## src/rtl/vit_conv0_dma_pkg.sv

```systemverilog
// ============================================================================
// Module   : vit_conv0_dma_pkg
// Brief    : Shared types, constants and helpers for the ViT conv0 DMA path
// Revision : 1.0 - initial release
// ============================================================================
`default_nettype none

package vit_conv0_dma_pkg;

    localparam int unsigned c_BEAT_BYTES    = 32;
    localparam int unsigned c_BEATS_PER_PIX = 4;

    localparam int unsigned c_ST_W = 2;
    typedef logic [c_ST_W-1:0] dma_state_t;

    localparam dma_state_t c_ST_IDLE = 2'd0;
    localparam dma_state_t c_ST_CALC = 2'd1;
    localparam dma_state_t c_ST_REQ  = 2'd2;
    localparam dma_state_t c_ST_DONE = 2'd3;

    // Effective row width in pixel groups; 8x8 and 16x16 patches fold columns.
    function automatic logic [31:0] f_win_max(input logic [31:0] win,
                                             input logic [31:0] kx);
        logic [31:0] w_res;
        case (kx)
            32'd8:   w_res = win >> 3;
            32'd16:  w_res = win >> 4;
            default: w_res = win;
        endcase
        return w_res;
    endfunction

endpackage

`default_nettype wire

```

## src/rtl/vit_conv0_rd_credit.sv

```systemverilog
// ============================================================================
// Module   : vit_conv0_rd_credit
// Brief    : Outstanding-beat counter gating read requests by FIFO space
// Revision : 1.0 - initial release
// ============================================================================
`default_nettype none

module vit_conv0_rd_credit #(
    parameter int unsigned FIFO_DEP = 64,
    parameter int unsigned LEN_W    = 5
) (
    input  logic             clk,
    input  logic             rst,
    input  logic             i_add_vld,
    input  logic [LEN_W-1:0] i_add_len,
    input  logic             i_pop,
    input  logic [LEN_W-1:0] i_req_len,
    output logic             o_can_issue
);

    localparam int unsigned c_CNT_W = $clog2(FIFO_DEP) + 1;

    logic [c_CNT_W-1:0] r_cnt;
    logic [c_CNT_W-1:0] w_room;
    logic [c_CNT_W-1:0] w_add;
    logic [c_CNT_W-1:0] w_cnt_nxt;
    logic               w_dec;

    assign w_room      = c_CNT_W'(FIFO_DEP) - r_cnt;
    assign o_can_issue = (w_room >= c_CNT_W'(i_req_len));

    // A pop against an empty count is dropped so the counter stays at zero.
    assign w_add     = i_add_vld ? c_CNT_W'(i_add_len) : '0;
    assign w_dec     = i_pop && (r_cnt != '0);
    assign w_cnt_nxt = r_cnt + w_add - c_CNT_W'(w_dec);

    always_ff @(posedge clk) begin
        if (rst) begin
            r_cnt <= '0;
        end else begin
            r_cnt <= w_cnt_nxt;
        end
    end

`ifndef SYNTHESIS
    a_no_pop_underflow: assert property (@(posedge clk) disable iff (rst)
        !(i_pop && (r_cnt == '0)));
`endif

endmodule

`default_nettype wire

```

## src/rtl/vit_conv0_dat_rd_req.sv

```systemverilog
// ============================================================================
// Module   : vit_conv0_dat_rd_req
// Brief    : Row-walking burst read-request generator for conv0 feature data
// Revision : 1.0 - initial release
// ============================================================================
`default_nettype none

module vit_conv0_dat_rd_req
    import vit_conv0_dma_pkg::*;
#(
    parameter int unsigned AW            = 32,
    parameter int unsigned BEAT_BYTES    = c_BEAT_BYTES,
    parameter int unsigned BEATS_PER_PIX = c_BEATS_PER_PIX,
    parameter int unsigned MAX_BURST     = 16,
    parameter int unsigned FIFO_DEP      = 64,
    parameter int unsigned WIN_W         = 12,
    parameter int unsigned HIN_W         = 12,
    parameter int unsigned KX_W          = 8
) (
    input  logic                         clk,
    input  logic                         rst,
    input  logic                         start,
    input  logic [AW-1:0]                base_addr,
    input  logic [AW-1:0]                line_stride,
    input  logic [WIN_W-1:0]             Win,
    input  logic [HIN_W-1:0]             Hin,
    input  logic [KX_W-1:0]              Kx,
    output logic                         rd_req_vld,
    input  logic                         rd_req_rdy,
    output logic [AW-1:0]                rd_req_addr,
    output logic [$clog2(MAX_BURST)-1:0] rd_req_len,
    input  logic                         rd_fifo_pop,
    output logic                         dma_req_done,
    output logic                         busy
);

    localparam int unsigned c_LEN_W = $clog2(MAX_BURST);
    localparam int unsigned c_BL_W  = c_LEN_W + 1;
    localparam int unsigned c_RB_W  = WIN_W + $clog2(BEATS_PER_PIX);

    dma_state_t          r_state;
    dma_state_t          w_state_nxt;

    logic [WIN_W-1:0]    r_win;
    logic [HIN_W-1:0]    r_hin_tot;
    logic [KX_W-1:0]     r_kx;
    logic [AW-1:0]       r_stride;
    logic [HIN_W-1:0]    r_hin;
    logic [AW-1:0]       r_row_addr;
    logic [c_RB_W-1:0]   r_beat_off;
    logic [c_BL_W-1:0]   r_len;
    logic [AW-1:0]       r_req_addr;
    logic [c_LEN_W-1:0]  r_req_len;

    logic [WIN_W-1:0]    w_win_max;
    logic [c_RB_W-1:0]   w_row_beats;
    logic [c_RB_W-1:0]   w_rem;
    logic [c_BL_W-1:0]   w_len;
    logic [c_RB_W-1:0]   w_off_nxt;
    logic [AW-1:0]       w_off_bytes;
    logic                w_empty;
    logic                w_hs;
    logic                w_row_end;
    logic                w_last_row;
    logic                w_can_issue;

    assign w_win_max   = WIN_W'(f_win_max(32'(r_win), 32'(r_kx)));
    assign w_row_beats = c_RB_W'(w_win_max) * c_RB_W'(BEATS_PER_PIX);
    assign w_rem       = w_row_beats - r_beat_off;
    assign w_len       = (w_rem > c_RB_W'(MAX_BURST)) ? c_BL_W'(MAX_BURST)
                                                      : c_BL_W'(w_rem);
    assign w_empty     = (w_row_beats == '0) || (r_hin_tot == '0);
    assign w_off_bytes = AW'(r_beat_off) * AW'(BEAT_BYTES);

    assign w_hs        = rd_req_vld && rd_req_rdy;
    assign w_off_nxt   = r_beat_off + c_RB_W'(r_len);
    assign w_row_end   = (w_off_nxt == w_row_beats);
    assign w_last_row  = ((r_hin + HIN_W'(1)) == r_hin_tot);

    // Credit only drops while waiting, so vld cannot fall before the handshake.
    vit_conv0_rd_credit #(
        .FIFO_DEP (FIFO_DEP),
        .LEN_W    (c_BL_W)
    ) u_credit (
        .clk         (clk),
        .rst         (rst),
        .i_add_vld   (w_hs),
        .i_add_len   (r_len),
        .i_pop       (rd_fifo_pop),
        .i_req_len   (r_len),
        .o_can_issue (w_can_issue)
    );

    assign rd_req_vld   = (r_state == c_ST_REQ) && w_can_issue;
    assign rd_req_addr  = r_req_addr;
    assign rd_req_len   = r_req_len;
    assign dma_req_done = (r_state == c_ST_DONE);
    assign busy         = (r_state == c_ST_CALC) || (r_state == c_ST_REQ);

    always_ff @(posedge clk) begin
        if (rst) begin
            r_state <= c_ST_IDLE;
        end else begin
            r_state <= w_state_nxt;
        end
    end

    always_comb begin
        w_state_nxt = r_state;
        case (r_state)
            c_ST_IDLE: if (start) w_state_nxt = c_ST_CALC;
            c_ST_CALC: w_state_nxt = w_empty ? c_ST_DONE : c_ST_REQ;
            c_ST_REQ: begin
                if (w_hs) begin
                    w_state_nxt = (w_row_end && w_last_row) ? c_ST_DONE : c_ST_CALC;
                end
            end
            c_ST_DONE: w_state_nxt = c_ST_IDLE;
            default:   w_state_nxt = c_ST_IDLE;
        endcase
    end

    always_ff @(posedge clk) begin
        if (rst) begin
            r_win      <= '0;
            r_hin_tot  <= '0;
            r_kx       <= '0;
            r_stride   <= '0;
            r_hin      <= '0;
            r_row_addr <= '0;
            r_beat_off <= '0;
            r_len      <= '0;
            r_req_addr <= '0;
            r_req_len  <= '0;
        end else begin
            case (r_state)
                c_ST_IDLE: begin
                    if (start) begin
                        r_win      <= Win;
                        r_hin_tot  <= Hin;
                        r_kx       <= Kx;
                        r_stride   <= line_stride;
                        r_hin      <= '0;
                        r_row_addr <= base_addr;
                        r_beat_off <= '0;
                    end
                end
                c_ST_CALC: begin
                    if (!w_empty) begin
                        r_len      <= w_len;
                        r_req_len  <= c_LEN_W'(w_len - c_BL_W'(1));
                        r_req_addr <= r_row_addr + w_off_bytes;
                    end
                end
                c_ST_REQ: begin
                    if (w_hs) begin
                        if (w_row_end) begin
                            r_beat_off <= '0;
                            r_hin      <= r_hin + HIN_W'(1);
                            r_row_addr <= r_row_addr + r_stride;
                        end else begin
                            r_beat_off <= w_off_nxt;
                        end
                    end
                end
                default: ;
            endcase
        end
    end

endmodule

`default_nettype wire

```

## config.mk

```make
export PLATFORM = sky130hd
export DESIGN_NAME = vit_conv0_dat_rd_req
export DESIGN_NICKNAME = d
export VERILOG_FILES = /design/src/rtl/vit_conv0_dma_pkg.sv /design/src/rtl/vit_conv0_rd_credit.sv /design/src/rtl/vit_conv0_dat_rd_req.sv
export SDC_FILE = /design/constraint.sdc
export NUM_CORES = 1
export LEC_CHECK = 0
export BUFFER_PORTS_ARGS = -buffer_cell sky130_fd_sc_hd__buf_4
export CAP_MARGIN = 20
export CORE_UTILIZATION = 40
export DETAILED_ROUTE_END_ITERATION = 12
export MAX_ROUTING_LAYER = met4
export PLACE_DENSITY = 0.56
export SETUP_SLACK_MARGIN = 0.3
export SYNTH_ARGS = -nofsm -noshare
export SYNTH_HDL_FRONTEND = slang
export SYNTH_SLANG_ARGS = --single-unit
```

## constraint.sdc

```tcl
create_clock -name clk -period 11.73 [get_ports clk]
set_clock_uncertainty 0.2 [all_clocks]
set_input_delay 2.346 -clock clk [delete_from_list [all_inputs] [get_ports clk]]
set_output_delay 2.346 -clock clk [all_outputs]
set_load 0.02 [all_outputs]
```

# Word level (Yosys, flattened, before mapping)
# Cells that the tools add are included.
[totals]
ff_bits = 172
inputBits = 101
[op_classes]
addsub = 9
order_cmp = 2
eq_ne = 10
n_mux = 20
bitwise = 1
reduce_logical = 16
[op_table]
columns = ["op", "count"]
rows = [
  ["32-bit 2-to-1 mux", 3],
  ["32-bit one-hot mux with 2 select lines", 1],
  ["12-bit one-hot mux with 2 select lines", 2],
  ["14-bit 2-to-1 mux", 3],
  ["12-bit 2-to-1 mux", 3],
  ["32-bit by 19-bit adder with 32-bit output", 1],
  ["32-bit adder", 1],
  ["14-bit one-hot mux with 2 select lines", 1],
  ["14-bit by 5-bit adder with 14-bit output", 1],
  ["14-bit == test", 1],
  ["14-bit by 5-bit > comparator with 1-bit output (second input constant)", 1],
  ["14-bit logical NOT", 1],
  ["14-bit subtractor", 1],
  ["12-bit by 1-bit adder with 12-bit output (second input constant)", 1],
  ["12-bit == test", 1],
  ["12-bit logical NOT", 1],
  ["5-bit 2-to-1 mux", 2],
  ["8-bit by 4-bit == test with 1-bit output (second input constant)", 1],
  ["8-bit by 5-bit == test with 1-bit output (second input constant)", 1],
  ["2-bit one-hot mux with 4 select lines", 1],
  ["7-bit adder", 1],
  ["7-bit by 5-bit greater-or-equal comparator with 1-bit output", 1],
  ["7-bit nonzero test", 1],
  ["7-bit by 1-bit subtractor with 7-bit output", 1],
  ["16 further kinds", 26],
]

# Logic depth before layout (Yosys ltp)
# Gate-level depths: netlist (run 1).
[depth]
word_depth = 7
mapped_depth = 20
depth_no_buf = 19

# By module
# Synthesis (run 1) repeated with hierarchy kept, for this count alone.
[hier_totals]
cells_unflattened = 1532
area_unflattened_um2 = 11966.5
[modules_own_cells]
columns = ["module", "instances", "cells_each", "area_each_um2"]
rows = [
  ["vit_conv0_dat_rd_req", 1, 1430, 11182.0],
  ["vit_conv0_rd_credit", 1, 102, 784.5],
]

# Worst setup path before layout (run 1)
# Ideal clock, no wire load.
[synth_path]
kind = "reg-to-reg"
startpoint = "register r_kx[4]"
endpoint = "register r_req_len[2] (netlist: rd_req_len[2])"
setup_time_ns = 0.086
arrival_ns = 4.254
setup_slack_ns = 7.190
path_stages_with_launch = 18
path_buffers = 2
period_less_slack_ns = 4.540
cell_sequence = "dfxtp_1 clkbuf_1 clkbuf_1 nor2_1 a211o_1 a21oi_1 ha_1 a21o_1 a21o_1 a21o_1 a2111oi_0 o31ai_1 nor4_1 and2_1 inv_1 ha_1 xnor2_1 a211oi_1"
[synth_between]
elab_chain_len = 6
[synth_rtl]
columns = ["element", "line_no", "rtl"]
rows = [
  ["from (decl)", "vit_conv0_dat_rd_req.sv:46", "logic [KX_W-1:0] r_kx;"],
  ["from (signal assigned)", "vit_conv0_dat_rd_req.sv:141", "r_kx <= Kx;"],
  ["8-bit by 5-bit == test with 1-bit output or 8-bit by 4-bit == test with 1-bit output (tied branches)", "vit_conv0_dma_pkg.sv:25", "case (kx)"],
  ["12-bit one-hot mux with 2 select lines (*)", "vit_conv0_dma_pkg.sv:25", ""],
  ["14-bit subtractor or 14-bit logical NOT (tied branches)", "vit_conv0_dat_rd_req.sv:69, vit_conv0_dat_rd_req.sv:72", ""],
  ["14-bit by 5-bit > comparator with 1-bit output or 1-bit logical OR (tied branches)", "vit_conv0_dat_rd_req.sv:70, vit_conv0_dat_rd_req.sv:72", ""],
  ["5-bit 2-to-1 mux or 1-bit inverter (tied branches)", "--", ""],
  ["4-bit by 1-bit subtractor with 4-bit output or 2-bit AND reduction (tied branches)", "--", ""],
  ["to (signal assigned)", "vit_conv0_dat_rd_req.sv:151", "r_req_len <= c_LEN_W'(w_len - c_BL_W'(1));"],
  ["to (decl)", "vit_conv0_dat_rd_req.sv:53", "logic [c_LEN_W-1:0] r_req_len;"],
]
# Every way passes the cells marked *; elsewhere a longest branch is shown, timed or not.
# A chain may end at the register's enable or synchronous reset.

# Final worst setup path (run 1)
# Ends and elaborated chain as after synthesis.

==> results of run 1 <==
layout by cell type, fill, tap and decap left out, drive strengths merged, types with 7 or more instances in the layout:
| master | netlist | final |
|---|---|---|
| ha | 86 | 86 |
| nand2 | 184 | 184 |
| a31oi | 12 | 12 |
| mux2i | 46 | 46 |
| nor2 | 163 | 163 |
| or3 | 10 | 10 |
| and2 | 11 | 11 |
| nor3 | 21 | 21 |
| inv | 62 | 67 |
| o211ai | 11 | 11 |
| a21oi | 142 | 142 |
| nand2b | 19 | 19 |
| clkbuf | 46 | 18 |
| nand3 | 25 | 25 |
| buf | 20 | 145 |
| o21ai | 46 | 46 |
| a211oi | 58 | 58 |
| nor4 | 10 | 10 |
| nand4 | 10 | 10 |
| dfxtp | 172 | 172 |
| xor2 | 36 | 36 |
| or4 | 7 | 7 |
| and3 | 12 | 12 |
| xnor2 | 73 | 73 |
| o21a | 8 | 8 |
| nor2b | 19 | 19 |
| a21o | 27 | 27 |
flip-flops by register name (all words and copies together) (netlist names):
register and count:
r_hin_tot 12, r_win 12, rd_req_len 4, r_len 5, r_state 2, r_beat_off 14, r_kx 8, u_credit.r_cnt 7
rd_req_addr 32, r_row_addr 32, r_hin 12, r_stride 32
power breakdown:
part | internal [µW] | switching [µW] | leakage, µW
sequential | 739 | 155 | 0.00141
combinational | 684 | 978 | 0.00364
clock | 325 | 266 | 0.000282
worst max-delay path: stages (launching register included):
cell and delay (ns):
sky130_fd_sc_hd__dfxtp_1 0.94, sky130_fd_sc_hd__nor3_2 0.18, sky130_fd_sc_hd__a221o_1 0.34, sky130_fd_sc_hd__a21oi_1 0.32
sky130_fd_sc_hd__ha_1 0.36, sky130_fd_sc_hd__a21o_1 0.20, sky130_fd_sc_hd__a21oi_1 0.28, sky130_fd_sc_hd__o22ai_1 0.13
sky130_fd_sc_hd__a2111oi_0 0.61, sky130_fd_sc_hd__o31ai_1 0.12, sky130_fd_sc_hd__nor4_1 0.80, sky130_fd_sc_hd__and2_1 0.28
sky130_fd_sc_hd__inv_1 0.05, sky130_fd_sc_hd__ha_1 0.20, sky130_fd_sc_hd__xnor2_1 0.12, sky130_fd_sc_hd__a211oi_1 0.20
path summary, 6_finish.rpt:
| check | start | end | slack, ns | depth (start not counted) |
|---|---|---|---|---|
| worst min-delay path | r_stride[29]$_SDFFE_PP0P_ | r_stride[29]$_SDFFE_PP0P_ | 0.26 | 2 |
| worst max register to register | r_kx[4]$_SDFFE_PP0P_ | rd_req_len[2]$_SDFFE_PP0P_ | 6.32 | 15 |
| worst min register to register | r_stride[29]$_SDFFE_PP0P_ | r_stride[29]$_SDFFE_PP0P_ | 0.26 | 2 |
| worst max-delay path | r_kx[4]$_SDFFE_PP0P_ | rd_req_len[2]$_SDFFE_PP0P_ | 6.32 | 15 |
area by class of cell:
type | instances | area [µm²] | area share
clock inverter | 12 | 156 | 0.0119
clock buffer | 18 | 439 | 0.0334
tap | 372 | 465 | 0.0354
timing repair buffer | 145 | 1090 | 0.0829
antenna | 1 | 2.50 | 0.000191
multi-input combinational | 1127 | 7300 | 0.556
sequential | 172 | 3440 | 0.262
inverter | 63 | 236 | 0.0180
per-stage QoR:
step           utilization  total power (µW)  setup WS [ns]  instances
2_1_floorplan            -              2140           7.19       1428
3_3_place_gp         0.460              2560           6.40       1879
3_5_place_dp         0.460              2570           6.32       1879
4_1_cts              0.482              3170           6.32       1909
5_1_grt              0.482              3420           5.73       1910
6_report             0.482              3150           6.32       1910
logic make-up after synthesis:
family,count (synthesis)
buffers and inverters,129
XOR/XNOR,109
multiplexers,47
adder cells (fa/ha/maj),90
AO/OA/AOI/OAI,368
AND/OR/NAND/NOR,513
flip-flops,172
routing by layer:
layer / share of wire / routed length (µm) / vias to the layer above / global-route usage
met2: 0.47 / 15000 / 187 / 0.376
met4: 0.015 / 484 / 0 / 0.0525
met3: 0.032 / 1020 / 30 / 0.0389
met1: 0.48 / 15500 / 4742 / 0.302
met5: 0 / 0 / - / -
li1: - / - / 5246 / -
==> flow_results.xml, run 1 <==
<?xml version="1.0" encoding="UTF-8"?>
<metrics>
  <group name="synthesis">
    <metric name="synth.most_common_cell" unit="">sky130_fd_sc_hd__nand2_1</metric>
    <metric name="main_combinational_cell_family_by_area_after_synthesis" unit="">compound AO/OA/AOI/OAI gates</metric>
    <metric name="average_instance_area_after_synthesis" unit="µm²">7.87</metric>
    <metric name="register_bit_count_reported_by_yosys" unit="">172</metric>
    <metric name="synth-compound-area-share" unit="">0.210</metric>
    <metric name="yosys.area_share.simple" unit="">0.209</metric>
    <metric name="synth_sequential_area_ratio" unit="">0.306</metric>
    <metric name="post_synth_most_frequent_cells" unit="">184 x sky130_fd_sc_hd__nand2_1, 172 x sky130_fd_sc_hd__dfxtp_1, 162 x sky130_fd_sc_hd__nor2_1</metric>
    <metric name="synth.distinct_cells" unit="">67</metric>
    <metric name="synth_edf_count" unit="">0</metric>
    <metric name="post_synth_fa_ha_maj_area_fraction" unit="">0.103</metric>
    <metric name="synth_area_leader_cell" unit="">sky130_fd_sc_hd__dfxtp_1</metric>
    <metric name="async_reset_ff_frac" unit="">0</metric>
    <metric name="synth-xor-area-share" unit="">0.0850</metric>
    <metric name="synth_mux_area_frac" unit="">0.0420</metric>
    <metric name="synth_cells" unit="">1428</metric>
    <metric name="syn-cell-area" unit="mm²">0.0112</metric>
    <metric name="postSynth.topFlopCell" unit="">sky130_fd_sc_hd__dfxtp_1</metric>
    <metric name="syn-num-nets" unit="">1619</metric>
    <metric name="post-synth-top-area-fraction" unit="">0.306</metric>
    <metric name="top_cells_by_area_in_the_synthesized_netlist" unit="">sky130_fd_sc_hd__dfxtp_1 31%, sky130_fd_sc_hd__ha_1 9.6%, sky130_fd_sc_hd__a21oi_1 6.3%, sky130_fd_sc_hd__nand2_1 6.1%, sky130_fd_sc_hd__xnor2_1 5.7%</metric>
    <metric name="yosysWarningCount" unit="">0</metric>
  </group>
  <group name="flow_run">
    <metric name="max-cap-violations" unit="">0</metric>
  </group>
  <group name="die">
    <metric name="fp.coreArea" unit="mm²">0.0273</metric>
    <metric name="die_height" unit="µm">170</metric>
    <metric name="floorplan.die_area" unit="mm²">0.0288</metric>
    <metric name="boundaryPins" unit="">140</metric>
    <metric name="std_cell_rows" unit="">60</metric>
    <metric name="start_util" unit="">0.412</metric>
    <metric name="floorplan.die.width" unit="µm">170</metric>
  </group>
  <group name="placement">
    <metric name="gp_congestion" unit="">0.900</metric>
    <metric name="postPlaceCellArea" unit="mm²">0.0125</metric>
    <metric name="dp_hpwl" unit="µm">24200</metric>
    <metric name="portBuffers" unit="">139</metric>
  </group>
  <group name="routing">
    <metric name="route.detailed.drc" unit="">0</metric>
    <metric name="avgViaCountPerCell" unit="">5.34</metric>
    <metric name="post_drt_wl_per_cell" unit="µm">16.7</metric>
    <metric name="initialDrtViolationCount" unit="">623</metric>
    <metric name="firstDrtPassIters" unit="">5</metric>
    <metric name="count_of_nets_left_with_antenna_violations_after_detail_routing" unit="">0</metric>
    <metric name="route.vias.total" unit="">10200</metric>
    <metric name="postRouteWirelength" unit="µm">31900</metric>
  </group>
  <group name="grt">
    <metric name="globalRouteOverflowTotal" unit="">0</metric>
    <metric name="grt_antenna_before_repair" unit="">1</metric>
    <metric name="grt_pass1_wl" unit="µm">51300</metric>
    <metric name="via_count_of_the_first_global_routing_pass" unit="">9665</metric>
    <metric name="grt_start_max_net_pins" unit="">92</metric>
    <metric name="gr-usage-all-layers" unit="">0.232</metric>
  </group>
  <group name="setup_path">
    <metric name="cp.required" unit="ns">11.88</metric>
    <metric name="critical_path_peak_fanout" unit="">28</metric>
    <metric name="cp.arrival" unit="ns">5.56</metric>
    <metric name="crit_path_start_kind" unit="">flop</metric>
    <metric name="critPathCaptureType" unit="">flop</metric>
    <metric name="timing_worst_setup_path_type" unit="">reg2reg</metric>
  </group>
  <group name="clock_network">
    <metric name="tritoncts_num_sinks" unit="">172</metric>
    <metric name="max-clock-path-buffers" unit="">2</metric>
    <metric name="num_cts_buffers" unit="">17</metric>
    <metric name="cts.repair.resized" unit="">0</metric>
    <metric name="hold_buffers" unit="">0</metric>
    <metric name="clock-root-buffer" unit="">sky130_fd_sc_hd__clkbuf_16</metric>
    <metric name="clock_latency" unit="ns">0.44</metric>
    <metric name="postCtsSetupRepairBufs" unit="">0</metric>
    <metric name="clkTransAtPathRegs" unit="ns">0.07</metric>
    <metric name="cts_htree_levels" unit="">4</metric>
    <metric name="clock_tree_from_tritoncts" unit="">built</metric>
  </group>
  <group name="timing">
    <metric name="rsz_0062_raised_after_global_routing" unit="">false</metric>
    <metric name="period_needed" unit="ns">5.41</metric>
    <metric name="period_share" unit="">0.461</metric>
    <metric name="hold_slack" unit="ns">0.264</metric>
    <metric name="finalHoldViolCount" unit="">0</metric>
    <metric name="finalMaxSlewViolations" unit="">0</metric>
    <metric name="max-slew-margin-rel" unit="">0.337</metric>
    <metric name="final.setup.tns" unit="ns">0</metric>
    <metric name="tightestPinTransition" unit="ns">0.994</metric>
    <metric name="timing.final.setup_violations" unit="">0</metric>
    <metric name="achievable-frequency" unit="GHz">0.185</metric>
  </group>
  <group name="run_status">
    <metric name="outcome" unit="">completed</metric>
  </group>
  <group name="hold_path">
    <metric name="hold_path_class" unit="">reg2reg</metric>
  </group>
  <group name="final_layout">
    <metric name="syn_to_final_growth" unit="%">16.9</metric>
    <metric name="final_layout_size_suffix_gt1_frac" unit="">0.127</metric>
    <metric name="fill_cells" unit="">2808</metric>
    <metric name="layout.cell_area.non_filler" unit="mm²">0.0131</metric>
    <metric name="num-nets-final" unit="">1717</metric>
  </group>
  <group name="pwr">
    <metric name="peakVddDrop" unit="mV">0.154</metric>
    <metric name="leakage" unit="µW">0.00533</metric>
    <metric name="p_per_area" unit="mW/mm²">240</metric>
  </group>
</metrics>
Note: power is estimated with default switching activity, not from simulation.
==> run 2, diff against run 1 <==
Clock period 11.73 ns to 5.65 ns, I/O delays scaled along.
==> run 2 against run 1 <==
Worst setup slack got worse by 5.4 ns. Final cell count up 0.16%. Maximum frequency rose by 13%. Via count increased by 0.92%.
==> flow_results.xml, run 2 (synthesis results as in run 1) <==
<?xml version="1.0" encoding="UTF-8"?>
<metrics>
  <group name="run_status">
    <metric name="outcome" unit="">completed</metric>
  </group>
  <group name="pwr">
    <metric name="leakage" unit="µW">0.00536</metric>
    <metric name="p_per_area" unit="mW/mm²">496</metric>
    <metric name="total_power" unit="µW">6530</metric>
    <metric name="peakVddDrop" unit="mV">0.261</metric>
  </group>
  <group name="die">
    <metric name="boundaryPins" unit="">140</metric>
    <metric name="floorplan.die_area" unit="mm²">0.0288</metric>
    <metric name="die_height" unit="µm">170</metric>
    <metric name="fp.coreArea" unit="mm²">0.0273</metric>
    <metric name="std_cell_rows" unit="">60</metric>
    <metric name="start_util" unit="">0.412</metric>
    <metric name="floorplan.die.width" unit="µm">170</metric>
  </group>
  <group name="routing">
    <metric name="count_of_nets_left_with_antenna_violations_after_detail_routing" unit="">0</metric>
    <metric name="initialDrtViolationCount" unit="">605</metric>
    <metric name="route.detailed.drc" unit="">0</metric>
    <metric name="postRouteWirelength" unit="µm">31900</metric>
    <metric name="avgViaCountPerCell" unit="">5.38</metric>
    <metric name="post_drt_wl_per_cell" unit="µm">16.7</metric>
    <metric name="route.vias.total" unit="">10300</metric>
    <metric name="firstDrtPassIters" unit="">7</metric>
  </group>
  <group name="clock_network">
    <metric name="clock_latency" unit="ns">0.44</metric>
    <metric name="postCtsSetupRepairBufs" unit="">0</metric>
    <metric name="cts.repair.resized" unit="">0</metric>
    <metric name="tritoncts_num_sinks" unit="">172</metric>
    <metric name="cts_htree_levels" unit="">4</metric>
    <metric name="clock-root-buffer" unit="">sky130_fd_sc_hd__clkbuf_16</metric>
    <metric name="clock_tree_from_tritoncts" unit="">built</metric>
    <metric name="clkTransAtPathRegs" unit="ns">0.07</metric>
    <metric name="max-clock-path-buffers" unit="">2</metric>
    <metric name="hold_buffers" unit="">0</metric>
    <metric name="num_cts_buffers" unit="">17</metric>
  </group>
  <group name="setup_path">
    <metric name="crit_cells" unit="">18</metric>
    <metric name="cp-startpoint" unit="">r_kx[7]$_SDFFE_PP0P_</metric>
    <metric name="worst-r2r-cell-count" unit="">18</metric>
    <metric name="critical_path_peak_fanout" unit="">7</metric>
    <metric name="max_stage_delay" unit="ns">0.73</metric>
    <metric name="crit_family" unit="">simple AND/OR/NAND/NOR gates</metric>
    <metric name="crit_path_start_kind" unit="">flop</metric>
    <metric name="critPathCaptureType" unit="">flop</metric>
    <metric name="timing_worst_setup_path_type" unit="">reg2reg</metric>
    <metric name="worstReg2RegStart" unit="">r_kx[7]$_SDFFE_PP0P_</metric>
    <metric name="timing.critical_path.buf_inv" unit="">2</metric>
    <metric name="cp_slowest_cell" unit="">sky130_fd_sc_hd__or4_1</metric>
    <metric name="regToRegEndpoint" unit="">rd_req_len[2]$_SDFFE_PP0P_</metric>
    <metric name="ff2ff_setup_slack" unit="ns">0.88</metric>
    <metric name="worstSetupEndpoint" unit="">rd_req_len[2]$_SDFFE_PP0P_</metric>
    <metric name="cp.arrival" unit="ns">4.92</metric>
    <metric name="cp.required" unit="ns">5.80</metric>
    <metric name="path_cells" unit="">or4_1, nor3_1, a211o_1, a21oi_1, ha_1, nor3b_1, o221ai_1, a311oi_1, a22oi_1, nor4_1, nand4_1, nor4_1, buf_4, and2_1, inv_1, ha_1, xnor2_1, a211oi_1</metric>
  </group>
  <group name="timing">
    <metric name="timing.final.setup_violations" unit="">0</metric>
    <metric name="finalHoldViolCount" unit="">0</metric>
    <metric name="final.setup.tns" unit="ns">0</metric>
    <metric name="max-slew-margin-rel" unit="">0.430</metric>
    <metric name="achievable-frequency" unit="GHz">0.210</metric>
    <metric name="rsz_0062_raised_after_global_routing" unit="">false</metric>
    <metric name="hold_slack" unit="ns">0.265</metric>
    <metric name="period_needed" unit="ns">4.77</metric>
    <metric name="period_share" unit="">0.845</metric>
    <metric name="tightestPinTransition" unit="ns">0.856</metric>
    <metric name="finalMaxSlewViolations" unit="">0</metric>
  </group>
  <group name="placement">
    <metric name="portBuffers" unit="">139</metric>
    <metric name="dp_hpwl" unit="µm">24000</metric>
    <metric name="gp_congestion" unit="">0.895</metric>
  </group>
  <group name="flow_run">
    <metric name="max-cap-violations" unit="">0</metric>
  </group>
  <group name="grt">
    <metric name="grt_antenna_before_repair" unit="">0</metric>
    <metric name="via_count_of_the_first_global_routing_pass" unit="">9535</metric>
    <metric name="grt_start_max_net_pins" unit="">110</metric>
    <metric name="grt_pass1_wl" unit="µm">50800</metric>
    <metric name="globalRouteOverflowTotal" unit="">0</metric>
    <metric name="gr-usage-all-layers" unit="">0.231</metric>
  </group>
  <group name="hold_path">
    <metric name="hold_path_class" unit="">reg2reg</metric>
  </group>
  <group name="final_layout">
    <metric name="antenna_cells" unit="">0</metric>
    <metric name="syn_to_final_growth" unit="%">17.2</metric>
    <metric name="final_layout_size_suffix_gt1_frac" unit="">0.128</metric>
    <metric name="final_cell_mix" unit="">183 x sky130_fd_sc_hd__nand2_1, 172 x sky130_fd_sc_hd__dfxtp_1, 162 x sky130_fd_sc_hd__nor2_1</metric>
    <metric name="post-route-util" unit="">0.483</metric>
    <metric name="num-nets-final" unit="">1720</metric>
    <metric name="layout.cells.most_common" unit="">sky130_fd_sc_hd__nand2_1</metric>
    <metric name="fill_cells" unit="">2737</metric>
  </group>
</metrics>
run 2: cell types whose count changed in the layout (fill, tap and decap cells not counted):
cell,previous run,this run
sky130_fd_sc_hd__diode_2,1,0
sky130_fd_sc_hd__clkinv_4,1,4
sky130_fd_sc_hd__clkinvlp_4,3,1
sky130_fd_sc_hd__inv_6,3,5
sky130_fd_sc_hd__inv_8,2,1
sky130_fd_sc_hd__clkinv_8,1,0
sky130_fd_sc_hd__buf_12,0,3
sky130_fd_sc_hd__bufinv_16,2,1
sky130_fd_sc_hd__clkbuf_1,0,1
run 2: final cells by class:
class | count | area (µm²) | area share
Sequential cell | 172 | 3440 | 0.261
Tap cell | 372 | 465 | 0.0353
Inverter | 63 | 236 | 0.0180
Clock buffer | 19 | 443 | 0.0336
Timing Repair Buffer | 148 | 1150 | 0.0872
Clock inverter | 12 | 128 | 0.00969
Multi-Input combinational cell | 1127 | 7300 | 0.555
run 2: how the worst min path moves through the flow:
| stage | to | cells past startpoint | from | slack [ns] |
|---|---|---|---|---|
| floorplan | r_stride[0]$_SDFFE_PP0P_ | 2 | r_stride[0]$_SDFFE_PP0P_ | 0.24 |
| CTS | r_stride[7]$_SDFFE_PP0P_ | 2 | r_stride[7]$_SDFFE_PP0P_ | 0.27 |
| detailed placement | r_stride[7]$_SDFFE_PP0P_ | 2 | r_stride[7]$_SDFFE_PP0P_ | 0.26 |
| finish | r_kx[6]$_SDFFE_PP0P_ | 2 | r_kx[6]$_SDFFE_PP0P_ | 0.27 |
| global route | r_stride[5]$_SDFFE_PP0P_ | 2 | r_stride[5]$_SDFFE_PP0P_ | 0.28 |
| global placement | r_hin[11]$_SDFFE_PP0P_ | 2 | r_hin[11]$_SDFFE_PP0P_ | 0.25 |
run 2: per-stage QoR:
stage | cell area [µm²] | instances | worst slack (ns)
2_1_floorplan | 11200 | 1428 | 1.11
3_3_place_gp | 12600 | 1882 | 0.973
3_5_place_dp | 12600 | 1882 | 0.934
4_1_cts | 13200 | 1913 | 0.917
5_1_grt | 13200 | 1913 | 0.562
6_report | 13200 | 1913 | 0.878
run 2: metal layers:
metal,global-route usage,wire (µm)
met1,0.305,15400
met2,0.367,14800
met3,0.0317,1050
met4,0.0623,622
met5,-,0
run 2: worst reg2reg max path, stage by stage (launching register included):
cell and delay [ns]:
sky130_fd_sc_hd__dfxtp_1 0.32, sky130_fd_sc_hd__or4_1 0.73, sky130_fd_sc_hd__nor3_1 0.21, sky130_fd_sc_hd__a211o_1 0.15, sky130_fd_sc_hd__a21oi_1 0.15, sky130_fd_sc_hd__ha_1 0.40, sky130_fd_sc_hd__nor3b_1 0.27, sky130_fd_sc_hd__o221ai_1 0.26
sky130_fd_sc_hd__a311oi_1 0.31, sky130_fd_sc_hd__a22oi_1 0.13, sky130_fd_sc_hd__nor4_1 0.22, sky130_fd_sc_hd__nand4_1 0.14, sky130_fd_sc_hd__nor4_1 0.30, sky130_fd_sc_hd__buf_4 0.19, sky130_fd_sc_hd__and2_1 0.16, sky130_fd_sc_hd__inv_1 0.05
sky130_fd_sc_hd__ha_1 0.20, sky130_fd_sc_hd__xnor2_1 0.12, sky130_fd_sc_hd__a211oi_1 0.21
run 2: report_power, final:
part	leakage (µW)	internal [µW]	switching, µW
combinational	0.00367	1450	2030
clock	0.000277	631	549
sequential	0.00141	1530	324
total	0.00536	3620	2910
==> run 3, diff against run 2 <==
Settings changed: ABC_AREA set to 1, PLACE_DENSITY 0.56 to 0.57.
Clock period 5.65 ns to 3.9 ns, I/O delays scaled along.
==> run 3 against run 2 <==
Via count up 30%. Register-to-register slack lost 0.51 ns. Routed wire length grew 35%. Combinational power rose by 140%. Die area increased by 12%. Synthesized area is 12% higher. Sequential share of layout area decreased by 3.7 points. Core utilization rose by 1.4 points. Largest power group unchanged. Critical endpoint is now u_credit.r_cnt[6]$_SDFF_PP0_. Clock-buffer cell count grew 1. Final cell count increased by 34%. Worst setup slack lost 0.51 ns. Sequential power rose by 66%.
==> flow_results.xml, run 3 <==
<?xml version="1.0" encoding="UTF-8"?>
<metrics>
  <group name="run_status">
    <metric name="outcome" unit="">completed</metric>
  </group>
  <group name="synthesis">
    <metric name="syn-cell-area" unit="mm²">0.0126</metric>
    <metric name="syn-num-nets" unit="">2207</metric>
    <metric name="synth.distinct_cells" unit="">42</metric>
    <metric name="synth_cells" unit="">2016</metric>
    <metric name="post-synth-top-area-fraction" unit="">0.273</metric>
    <metric name="postSynth.topFlopCell" unit="">sky130_fd_sc_hd__dfxtp_1</metric>
    <metric name="post_synth_most_frequent_cells" unit="">491 x sky130_fd_sc_hd__nand2_1, 277 x sky130_fd_sc_hd__nor2_1, 197 x sky130_fd_sc_hd__nand3_1</metric>
    <metric name="async_reset_ff_frac" unit="">0</metric>
    <metric name="synth_sequential_area_ratio" unit="">0.273</metric>
    <metric name="average_instance_area_after_synthesis" unit="µm²">6.25</metric>
    <metric name="synth_edf_count" unit="">0</metric>
    <metric name="synth.most_common_cell" unit="">sky130_fd_sc_hd__nand2_1</metric>
    <metric name="yosysWarningCount" unit="">0</metric>
    <metric name="top_cells_by_area_in_the_synthesized_netlist" unit="">sky130_fd_sc_hd__dfxtp_1 27%, sky130_fd_sc_hd__nand2_1 15%, sky130_fd_sc_hd__ha_1 8.5%, sky130_fd_sc_hd__nor2_1 8.2%, sky130_fd_sc_hd__nand3_1 7.8%</metric>
    <metric name="register_bit_count_reported_by_yosys" unit="">172</metric>
    <metric name="synth_area_leader_cell" unit="">sky130_fd_sc_hd__dfxtp_1</metric>
  </group>
  <group name="final_layout">
    <metric name="antenna_cells" unit="">0</metric>
    <metric name="post-route-util" unit="">0.497</metric>
    <metric name="final_cell_mix" unit="">470 x sky130_fd_sc_hd__nand2_1, 268 x sky130_fd_sc_hd__nor2_1, 186 x sky130_fd_sc_hd__nand3_1</metric>
    <metric name="layout.cells.most_common" unit="">sky130_fd_sc_hd__nand2_1</metric>
    <metric name="final_layout_size_suffix_gt1_frac" unit="">0.164</metric>
    <metric name="num-nets-final" unit="">2350</metric>
    <metric name="syn_to_final_growth" unit="%">21.7</metric>
  </group>
  <group name="clock_network">
    <metric name="max-clock-path-buffers" unit="">2</metric>
    <metric name="hold_buffers" unit="">0</metric>
    <metric name="clkTransAtPathRegs" unit="ns">0.07</metric>
    <metric name="num_cts_buffers" unit="">17</metric>
    <metric name="clock_latency" unit="ns">0.47</metric>
    <metric name="clock-root-buffer" unit="">sky130_fd_sc_hd__clkbuf_16</metric>
    <metric name="clock_tree_from_tritoncts" unit="">built</metric>
    <metric name="cts_htree_levels" unit="">4</metric>
    <metric name="tritoncts_num_sinks" unit="">172</metric>
  </group>
  <group name="timing">
    <metric name="rsz_0062_raised_after_global_routing" unit="">true</metric>
    <metric name="finalMaxSlewViolations" unit="">0</metric>
    <metric name="period_share" unit="">0.906</metric>
    <metric name="max-slew-margin-rel" unit="">0.488</metric>
    <metric name="achievable-frequency" unit="GHz">0.283</metric>
    <metric name="final.setup.tns" unit="ns">0</metric>
    <metric name="tightestPinTransition" unit="ns">0.768</metric>
    <metric name="worst_slack" unit="ns">0.367</metric>
    <metric name="hold_slack" unit="ns">0.258</metric>
    <metric name="finalHoldViolCount" unit="">0</metric>
    <metric name="period_needed" unit="ns">3.53</metric>
    <metric name="timing.final.setup_violations" unit="">0</metric>
  </group>
  <group name="placement">
    <metric name="gp_congestion" unit="">0.980</metric>
    <metric name="pre_cts_ws" unit="ns">0.0535</metric>
    <metric name="dp_hpwl" unit="µm">32600</metric>
    <metric name="portBuffers" unit="">139</metric>
  </group>
  <group name="die">
    <metric name="boundaryPins" unit="">140</metric>
    <metric name="floorplan.die.width" unit="µm">180</metric>
    <metric name="floorplan.die_area" unit="mm²">0.0322</metric>
    <metric name="std_cell_rows" unit="">64</metric>
    <metric name="fp.coreArea" unit="mm²">0.0308</metric>
    <metric name="start_util" unit="">0.409</metric>
    <metric name="die_height" unit="µm">180</metric>
  </group>
  <group name="routing">
    <metric name="firstDrtPassIters" unit="">7</metric>
    <metric name="post_drt_wl_per_cell" unit="µm">16.7</metric>
    <metric name="route.detailed.drc" unit="">0</metric>
    <metric name="count_of_nets_left_with_antenna_violations_after_detail_routing" unit="">0</metric>
    <metric name="avgViaCountPerCell" unit="">5.23</metric>
    <metric name="postRouteWirelength" unit="µm">43000</metric>
    <metric name="route.vias.total" unit="">13400</metric>
    <metric name="initialDrtViolationCount" unit="">875</metric>
  </group>
  <group name="hold_path">
    <metric name="hold_path.startpoint" unit="">r_kx[6]$_SDFFE_PP0P_</metric>
    <metric name="hold_path_class" unit="">reg2reg</metric>
  </group>
  <group name="grt">
    <metric name="grt_antenna_before_repair" unit="">0</metric>
    <metric name="globalRouteMet1Util" unit="">0.340</metric>
    <metric name="grt_use_met2" unit="">0.456</metric>
    <metric name="grt_pass1_wl" unit="µm">67500</metric>
    <metric name="globalRoute.busiestLayer" unit="">met2</metric>
    <metric name="via_count_of_the_first_global_routing_pass" unit="">12500</metric>
    <metric name="grt_util_met3" unit="">0.0395</metric>
    <metric name="globalRouteOverflowTotal" unit="">0</metric>
    <metric name="gr-usage-all-layers" unit="">0.272</metric>
    <metric name="grt_start_max_net_pins" unit="">86</metric>
  </group>
  <group name="setup_path">
    <metric name="timing_worst_setup_path_type" unit="">reg2reg</metric>
    <metric name="critical_path_peak_fanout" unit="">4</metric>
    <metric name="crit_path_start_kind" unit="">flop</metric>
    <metric name="critPathCaptureType" unit="">flop</metric>
    <metric name="ff2ff_setup_slack" unit="ns">0.37</metric>
    <metric name="cp.required" unit="ns">4.09</metric>
    <metric name="cp.arrival" unit="ns">3.72</metric>
    <metric name="cp-startpoint" unit="">u_credit.r_cnt[1]$_SDFF_PP0_</metric>
    <metric name="worstReg2RegStart" unit="">u_credit.r_cnt[1]$_SDFF_PP0_</metric>
  </group>
  <group name="pwr">
    <metric name="total_power" unit="µW">13300</metric>
    <metric name="leakage" unit="µW">0.00721</metric>
    <metric name="peakVddDrop" unit="mV">0.441</metric>
    <metric name="p_per_area" unit="mW/mm²">866</metric>
  </group>
  <group name="flow_run">
    <metric name="max-cap-violations" unit="">0</metric>
  </group>
</metrics>
run 3: worst paths after layout:
check                                 end  cells after the start
min reg2reg          r_kx[6]$_SDFFE_PP0P_                      2
max reg2reg  u_credit.r_cnt[6]$_SDFF_PP0_                     25
min                  r_kx[6]$_SDFFE_PP0P_                      2
max          u_credit.r_cnt[6]$_SDFF_PP0_                     25
run 3: final cells by class:
class / count / area [µm²]
Sequential cell: 172 / 3450
Inverter: 207 / 783
Fill cell: 3202 / 15500
Multi-Input combinational cell: 1571 / 8520
Clock buffer: 20 / 457
Timing Repair Buffer: 190 / 1490
Tap cell: 396 / 495
Clock inverter: 12 / 141
run 3: what timing repair did:
action / in CTS / in global routing
cloned: 0 / 2
pin swaps: 6 / 43
setup endpoints to repair: 4 / 50
buffers inserted: 5 / 14
gates resized for setup: 15 / 109
run 3: per-layer routing:
metal  vias to the layer above  share of wire
met1                      6246           0.46
li1                       6900              -
met3                        43          0.036
met5                         -              0
met2                       243           0.49
met4                         0          0.017
run 3: logic make-up (layout without fill, tap and decap cells):
logic type | Yosys count | in the layout | share of synthesized area
adders and majority gates | 90 | 90 | 0.0917
DFF | 172 | 172 | 0.273
and+or+nand+nor | 1083 | 1085 | 0.370
buffers and inverters | 275 | 429 | 0.0890
xor gates and xnor gates | 41 | 41 | 0.0285
AOI/OAI and AO/OA | 355 | 355 | 0.148
run 3: metrics by stage:
| stage | instances | cell area (µm²) |
|---|---|---|
| CTS | 2551 | 14800 |
| finish | 2568 | 15300 |
| floorplan | 2016 | 12600 |
| global placement | 2514 | 14000 |
| global route | 2568 | 15300 |
| detailed placement | 2514 | 14000 |
run 3: worst max-delay path, cell delays in order, from the launching register on:
cell	delay, ns
sky130_fd_sc_hd__dfxtp_2	0.34
sky130_fd_sc_hd__inv_4	0.05
sky130_fd_sc_hd__ha_4	0.16
sky130_fd_sc_hd__xnor2_1	0.13
sky130_fd_sc_hd__ha_1	0.35
sky130_fd_sc_hd__nand2_1	0.07
sky130_fd_sc_hd__o211ai_1	0.19
sky130_fd_sc_hd__nand2_1	0.08
sky130_fd_sc_hd__inv_1	0.06
sky130_fd_sc_hd__o21ai_2	0.05
sky130_fd_sc_hd__nand2_1	0.08
sky130_fd_sc_hd__nand3_2	0.11
sky130_fd_sc_hd__inv_2	0.12
sky130_fd_sc_hd__nand2_2	0.07
sky130_fd_sc_hd__ha_4	0.26
sky130_fd_sc_hd__inv_2	0.03
sky130_fd_sc_hd__ha_4	0.29
sky130_fd_sc_hd__inv_2	0.06
sky130_fd_sc_hd__o31ai_4	0.23
sky130_fd_sc_hd__nand2_1	0.09
sky130_fd_sc_hd__inv_2	0.06
sky130_fd_sc_hd__nor2_1	0.03
sky130_fd_sc_hd__inv_1	0.06
sky130_fd_sc_hd__a21oi_2	0.06
sky130_fd_sc_hd__buf_4	0.13
sky130_fd_sc_hd__a21oi_1	0.10
run 3: power by group:
part / switching (µW) / internal (µW)
Clock: 845 / 946
Sequential: 685 / 2400
Combinational: 5240 / 3160
Total: 6770 / 6510
